`src/rtl/seq_frame_pkg.sv`:
```
// Shared types and default constants for the serial frame synchroniser.
package seq_frame_pkg;

  typedef enum logic [1:0] {
    HUNT = 2'd0,
    DATA = 2'd1,
    STOP = 2'd2
  } frame_state_e;

  localparam int DEF_CNT_W     = 4;
  localparam int DEF_PRE_LEN   = 6;
  localparam int DEF_DATA_W    = 8;
  localparam int DEF_ABORT_LEN = 7;

  // Bit-index width; a one-bit payload still needs a one-bit index register.
  function automatic int idxWidth(input int w);
    return (w > 1) ? $clog2(w) : 1;
  endfunction

  localparam int DEF_IDX_W = idxWidth(DEF_DATA_W);

endpackage

```
`src/rtl/counter_seq_en.sv`:
```
// Consecutive-ones run counter: counts qualified 1 bits, clears on a 0,
// saturates at LIMIT so long idle lines never wrap back to a short run.
module counter_seq_en #(
  parameter int WIDTH = 4,
  parameter int LIMIT = (1 << WIDTH) - 1
) (
  input  logic             clk,
  input  logic             clr_i,
  input  logic             en_i,
  input  logic             dat_i,
  output logic [WIDTH-1:0] cnt_o
);

  localparam logic [WIDTH-1:0] LIM = LIMIT[WIDTH-1:0];

  logic [WIDTH-1:0] cnt_q;

  // Advance the run on each qualified bit; hold while the enable is low.
  always_ff @(posedge clk) begin
    if (clr_i) begin
      cnt_q <= '0;
    end else if (en_i) begin
      if (!dat_i) begin
        cnt_q <= '0;
      end else if (cnt_q < LIM) begin
        cnt_q <= cnt_q + 1'b1;
      end
    end
  end

  assign cnt_o = cnt_q;

endmodule

```
`src/rtl/seq_frame_sync_ctrl.sv`:
```
// Frame synchroniser: hunts a ones preamble, takes a 0 start bit, shifts in
// an LSB-first payload, checks a 1 stop bit and aborts on long ones runs.
module seq_frame_sync_ctrl
  import seq_frame_pkg::*;
#(
  parameter int CNT_W     = DEF_CNT_W,
  parameter int PRE_LEN   = DEF_PRE_LEN,
  parameter int DATA_W    = DEF_DATA_W,
  parameter int ABORT_LEN = DEF_ABORT_LEN
) (
  input  logic              clk,
  input  logic              i_sclr,
  input  logic              i_bit_en,
  input  logic              i_dat,
  output logic [DATA_W-1:0] o_data,
  output logic              o_valid,
  output logic              o_ferr,
  output logic              o_abort,
  output logic              o_busy,
  output logic [CNT_W-1:0]  o_run
);

  localparam int IW = idxWidth(DATA_W);
  localparam logic [CNT_W-1:0] PRE_TH   = PRE_LEN[CNT_W-1:0];
  localparam logic [CNT_W:0]   ABORT_TH = ABORT_LEN[CNT_W:0];
  localparam logic [IW-1:0]    LAST_IDX = IW'(DATA_W - 1);

  frame_state_e      state_q;
  logic [IW-1:0]     idx_q;
  logic [DATA_W-1:0] shift_q;
  logic [DATA_W-1:0] data_q;
  logic              valid_q;
  logic              ferr_q;
  logic              abort_q;
  logic              busy_q;
  logic [CNT_W-1:0]  runPrev;
  logic              abortHit;

  counter_seq_en #(
    .WIDTH(CNT_W),
    .LIMIT((1 << CNT_W) - 1)
  ) u_run (
    .clk  (clk),
    .clr_i(i_sclr),
    .en_i (i_bit_en),
    .dat_i(i_dat),
    .cnt_o(runPrev)
  );

  // The counter still holds the pre-bit value here, so a 1 pushes it to run+1.
  assign abortHit = i_dat && (({1'b0, runPrev} + 1'b1) >= ABORT_TH);

  // Frame FSM with shift register and registered one-cycle status pulses.
  always_ff @(posedge clk) begin
    if (i_sclr) begin
      state_q <= HUNT;
      idx_q   <= '0;
      shift_q <= '0;
      data_q  <= '0;
      valid_q <= 1'b0;
      ferr_q  <= 1'b0;
      abort_q <= 1'b0;
      busy_q  <= 1'b0;
    end else begin
      valid_q <= 1'b0;
      ferr_q  <= 1'b0;
      abort_q <= 1'b0;
      case (state_q)
        HUNT: begin
          if (i_bit_en && !i_dat && (runPrev >= PRE_TH)) begin
            state_q <= DATA;
            idx_q   <= '0;
            busy_q  <= 1'b1;
          end
        end
        DATA: begin
          if (i_bit_en) begin
            shift_q <= {i_dat, shift_q[DATA_W-1:1]};
            idx_q   <= idx_q + 1'b1;
            if (abortHit) begin
              abort_q <= 1'b1;
              state_q <= HUNT;
              busy_q  <= 1'b0;
            end else if (idx_q == LAST_IDX) begin
              state_q <= STOP;
            end
          end
        end
        STOP: begin
          if (i_bit_en) begin
            if (i_dat) begin
              data_q  <= shift_q;
              valid_q <= 1'b1;
            end else begin
              ferr_q <= 1'b1;
            end
            state_q <= HUNT;
            busy_q  <= 1'b0;
          end
        end
        default: begin
          state_q <= HUNT;
          busy_q  <= 1'b0;
        end
      endcase
    end
  end

  assign o_data  = data_q;
  assign o_valid = valid_q;
  assign o_ferr  = ferr_q;
  assign o_abort = abort_q;
  assign o_busy  = busy_q;
  assign o_run   = runPrev;

endmodule

```
`config.mk`:
```
export PLATFORM = sky130hd
export DESIGN_NAME = seq_frame_sync_ctrl
export DESIGN_NICKNAME = d
export VERILOG_FILES = /design/src/rtl/seq_frame_pkg.sv /design/src/rtl/counter_seq_en.sv /design/src/rtl/seq_frame_sync_ctrl.sv
export SDC_FILE = /design/constraint.sdc
export NUM_CORES = 1
export LEC_CHECK = 0
export CAP_MARGIN = 20
export CORE_UTILIZATION = 38
export DETAILED_ROUTE_END_ITERATION = 10
export GPL_TIMING_DRIVEN = 0
export PLACE_DENSITY_LB_ADDON = 0.05
export SLEW_MARGIN = 10
export SYNTH_ARGS = -nofsm -noshare
export SYNTH_HDL_FRONTEND = slang
export SYNTH_HIERARCHICAL = 1
export SYNTH_SLANG_ARGS = --single-unit
```
`constraint.sdc`:
```
create_clock -name clk -period 1.7 [get_ports clk]
set_clock_uncertainty 0.15 [all_clocks]
set_input_delay 0.17 -clock clk [delete_from_list [all_inputs] [get_ports clk]]
set_output_delay 0.17 -clock clk [all_outputs]
set_load 0.02 [all_outputs]
```
### Word level (Yosys, flattened, before mapping)

Cells that the tools add are included.

| cells by class | value |
|---|---|
| add/subtract/negate cells | 3 |
| magnitude comparators | 3 |
| equality and inequality tests | 9 |
| muxes and demuxes | 19 |
| bitwise logic cells | 3 |
| reduce and logical (&&, ||, !) cells | 14 |

Operators with widths:

| operator | number |
|---|---|
| 2-to-1 mux 2 bit | 5 |
| 2-to-1 mux 4 bit | 2 |
| inequality test 2 bit (second input constant) | 4 |
| AND reduction 4 bit | 2 |
| 2-to-1 mux 1 bit | 7 |
| 2-to-1 mux 3 bit | 2 |
| case mux 2 bit (3 select lines) | 1 |
| case mux 3 bit (2 select lines) | 1 |
| AND reduction 3 bit | 2 |
| OR reduction 3 bit | 2 |
| adder 4 x 1 -> 5 bit (second input constant) | 1 |
| >= comparator 5 x 3 -> 1 bit (second input constant) | 1 |
| adder 4 x 1 -> 4 bit (second input constant) | 1 |
| >= comparator 4 x 3 -> 1 bit (second input constant) | 1 |
| less-than comparator 4 bit (second input constant) | 1 |
| AND reduction 2 bit | 2 |
| adder 3 x 1 -> 3 bit (second input constant) | 1 |
| == test 3 bit (second input constant) | 1 |
| logical AND 1 bit | 3 |
| inequality test 3 bit (second input constant) | 1 |
| inverter 1 bit | 3 |
| case mux 1 bit (3 select lines) | 1 |
| == test 2 x 1 -> 1 bit (second input constant) | 1 |
| == test 2 bit (second input constant) | 1 |
| other kinds (4) | 4 |

| storage, ports and cells | value |
|---|---|
| register bits | 29 |
| input bits | 4 |
| word-level logic and storage cells | 60 |

### Longest topological paths before layout

| depth | value |
|---|---|
| depth after elaboration | 6 |
| depth in mapped cells | 6 |

### By module

Netlist, hierarchy kept.

Modules (own cells, without submodules):

| module | times used | cells each | area each (sq um) |
|---|---|---|---|
| seq_frame_sync_ctrl | 1 | 132 | 1093.5 |
| counter_seq_en | 1 | 22 | 206.4 |

### Worst setup path before layout

Ideal clock, no wire load.

| timing path | value |
|---|---|
| path kind | register -> register |
| start | reg u_run.cnt_q[0], in the netlist u_run/cnt_o[0] |
| end | reg idx_q[0] |
| library setup time | 0.070 ns |
| arrival time | 1.456 ns |
| data required time | 1.480 ns |
| setup slack | 0.024 ns |
| stages on the path, launching flop included | 7 |
| path buffers | 0 |
| path through | dfxtp_1 inv_1 ha_1 o21a_1 o2111ai_1 nand3_1 a21oi_1 |

| on the way | value |
|---|---|
| cells in the longest elaborated chain, start to end | 4 |

Ends and longest elaborated chain:

| what | line | RTL |
|---|---|---|
| from (decl) | counter_seq_en.sv:16 | `logic [WIDTH-1:0] cnt_q;` |
| from (signal assigned) | counter_seq_en.sv:26 | `cnt_q <= cnt_q + 1'b1;` |
| >= comparator 4 x 3 -> 1 bit | seq_frame_sync_ctrl.sv:70 | `if (i_bit_en && !i_dat && (runPrev >= PRE_TH)) begin` |
| logical AND 1 bit | seq_frame_sync_ctrl.sv:70 |  |
| inequality test 2 bit (no source line) | - |  |
| AND reduction 3 bit (no source line) | - |  |
| to (signal assigned) | seq_frame_sync_ctrl.sv:79 | `idx_q <= idx_q + 1'b1;` |
| to (decl) | seq_frame_sync_ctrl.sv:29 | `logic [IW-1:0] idx_q;` |

No other way between the ends.
A chain may end at the register's enable or synchronous reset.

### Worst setup path in the final report

| timing path | value |
|---|---|
| start | in i_sclr |
| end | reg valid_q, in the netlist o_valid |

| on the way | value |
|---|---|
| cells in the longest elaborated chain, start to end | 1 |

Ends and longest elaborated chain:

| what | line | RTL |
|---|---|---|
| from (decl) | seq_frame_sync_ctrl.sv:12 | `input logic i_sclr,` |
| OR reduction 3 bit (no source line) | - |  |
| to (signal assigned) | seq_frame_sync_ctrl.sv:60 | `valid_q <= 1'b0;` |
| to (signal assigned) | seq_frame_sync_ctrl.sv:65 | `valid_q <= 1'b0;` |
| to (signal assigned) | seq_frame_sync_ctrl.sv:93 | `valid_q <= 1'b1;` |
| to (decl) | seq_frame_sync_ctrl.sv:32 | `logic valid_q;` |

No other way between the ends.

==> impl_metrics.yaml <==
worst_hold_path:
  hold_path.class: "reg -> reg"
clock_tree:
  clk_latency_ps: 320
  clockBufferDepth: 2
  root_buffer: "clkbuf_4"
  cts_tree: "done"
  cts-hold-fix-buffers: 0
  clkSinkCount: 29
  cts_buffers: 5
  h-tree-depth: 2
  clk_pin_slew_ps: 90
synth:
  synth_flop_cell: "dfxtp_1"
  synth_common_cells: "nand2_1 (38), dfxtp_1 (29), a21oi_1 (20), nor2_1 (7), ha_1 (5)"
  synth_top_area_share_pct: 44.7
  yosysSeqAreaShare_pct: 44.7
  synthesis.nets: 163
  synth_edf_count: 0
  ys_warn_count: 6
  yosys.area.top_type: "dfxtp_1"
  ys_async_sr_fraction_pct: 0
  avgSynthCellArea_um2: 8.44
  synth_area_leaders: "dfxtp_1 (45%), nand2_1 (11%), a21oi_1 (7.7%), ha_1 (4.8%), nor2_1 (2.0%)"
  synth_cell_type_count: 43
  ys_ff_latch: 29
  yosysMostFrequentCell: "nand2_1"
  syn_area_um2: 1300
  netlist_instances: 154
placed_design:
  port_buffers: 19
  place.gp.congestion: 0.706
  hpwlAfterDp_mm: 1.90
  dp_cells: 217
  pre_cts_ws_ps: -234
power_and_ir_drop:
  p_leak_nw: 0.629
  finalPower_w: 0.00133
  cellPowerDensity_nw_per_um2: 811
  ir_worst_vdd_mv: 0.411
floorplan:
  rows: 20
  die-area_um2: 3660
  fp.dieH_um: 60.5
  dieWidth_um: 60.5
  io_pins: 20
  initial_core_util_pct: 41.2
  core-area_um2: 3150
global_routing:
  grt_usage_pct: 17.5
  grt_antenna_before_repair: 0
  grt_pass1_wl_mm: 4.62
  grt_pass1_vias: 1028
  grt_overflow_total: 0
  grt_max_degree: 12
timing:
  fin_ws_ps: 105
  tightest_slew_ps: 462
  min_period_over_period_pct: 93.8
  period_needed_ps: 1600
  setup_violations: 0
  finalMaxSlewViolations: 0
  hold_ws_ps: 310
  rsz0062_at_grt: "false"
  max_clock_freq_mhz: 627
  relSlewSlack_pct: 69.2
  hold_violations: 0
worst_setup_path:
  path_max_fanout: 10
  path_common_cell: "clkbuf_1"
  crit_chain: "clkdlybuf4s50_1 > clkbuf_1 > clkbuf_1 > nor2_1"
  startpoint_type: "primary input"
  crit_family: "buffers and inverters"
  critical_path.slowest_cell: "clkdlybuf4s50_1"
  cp.required_ps: 1750
  worst-path-buf-inv: 3
  worstSetupPathType: "in -> reg"
  slowest_delay_ps: 590
  cp.arrival_ps: 1650
  end_kind: "register"
routing:
  wl_per_cell_um: 12.0
  drt-total-wl_mm: 2.70
  dr.first_iter.drc_count: 40
  vias_per_cell: 5.02
  first_pass_iters: 4
  drc: 0
  ant_nets: 0
  vias: 1135
final_layout:
  syn_to_final_growth_pct: 26.7
  drive_gt1_share_pct: 12.1
  fin_cells: 226
  antenna_cells: 0
  utilization_pct: 52.2
  register_area_um2: 587
  nFillCells: 320
  multiInputGateArea_um2: 669
  nets: 190
outcome:
  status: "finished, final reports clean"
run:
  maxCapViolCount: 0
==> flip-flops by register name, summed over array words and instances (netlist names) <==
| register | flops |
|---|---|
| state_q | 2 |
| u_run/cnt_o | 4 |
| idx_q | 3 |
| o_ferr | 1 |
| o_busy | 1 |
| o_abort | 1 |
| shift_q | 8 |
| o_valid | 1 |
| o_data | 8 |
==> worst min-delay path, delay by kind of cell (launching register included) <==
family           cells  cell delay, ps
AND/OR/NAND/NOR      1              50
AO/OA/AOI/OAI        1              50
flip-flops           1             320
==> layout by cell type (no fill, tap or decap), drive strengths merged, types with 2 or more instances in the layout <==
cell / netlist / routed
a21oi: 20 / 20
o211ai: 3 / 3
ha: 5 / 5
o21ai: 3 / 3
clkbuf: 3 / 10
nand2: 38 / 38
inv: 3 / 3
dlygate4sd2: 0 / 4
nand2b: 2 / 2
a211oi: 3 / 3
a31o: 2 / 2
a2bb2oi: 2 / 2
mux2i: 2 / 2
nand3b: 2 / 2
dfxtp: 29 / 29
nand3: 3 / 3
nor2b: 2 / 2
clkdlybuf4s50: 0 / 15
buf: 5 / 6
nor3: 2 / 2
nor2: 7 / 7
and3: 2 / 2
==> kinds of logic (layout without fill, tap and decap cells) <==
logic type	after synthesis	after routing	share of synthesized area [%]
DFF	29	29	44.7
adders and majority gates	5	5	4.81
xor gates and xnor gates	1	1	0.674
and+or+nand+nor	67	67	24.2
AOI/OAI and AO/OA	39	39	19.8
muxes	2	2	1.54
buffers and inverters	11	39	4.33
==> layer usage <==
metal	track usage [%]	routed length, um
met5	0	0
met4	8.77	37
met3	4.48	88
met2	27.2	1230
met1	22.5	1350
==> power by group <==
part           leakage (nW)  internal, W  switching [W]  total [W]
logic                 0.348    0.0000205      0.0000342  0.0000548
registers             0.235     0.000681     0.00000537   0.000686
clock network        0.0455     0.000351       0.000243   0.000594
==> final timing paths <==
path	start	to	slack, ps	depth (start not counted)
setup / recovery	i_sclr	o_valid	100	4
setup reg to reg	u_run/cnt_o[0]	o_busy	110	6
hold reg to reg	shift_q[0]	o_data[0]	310	2
hold / removal	shift_q[0]	o_data[0]	310	2
==> final cells by class <==
| cell class | count | area share, % |
|---|---|---|
| clock inverters | 1 | 1.82 |
| multi-input cells | 114 | 40.7 |
| plain buffers | 8 | 2.81 |
| flip-flops and latches | 29 | 35.6 |
| repair buffers | 20 | 11.7 |
| well taps | 44 | 3.34 |
| clock buffers | 7 | 3.34 |
| inverters | 3 | 0.684 |
==> timing repair <==
action,in CTS,in global routing
pin swaps,0,1
gates resized for setup,7,4
setup endpoints to repair,9,7
buffers inserted,0,1
==> stage by stage <==
stage	setup TNS (ps)	area, um2
2_1_floorplan	0	1300
3_3_place_gp	-3850	1550
3_5_place_dp	-4650	1550
4_1_cts	0	1630
5_1_grt	0	1650
6_report	0	1650
No activity file was read; power rests on OpenSTA's default activity.
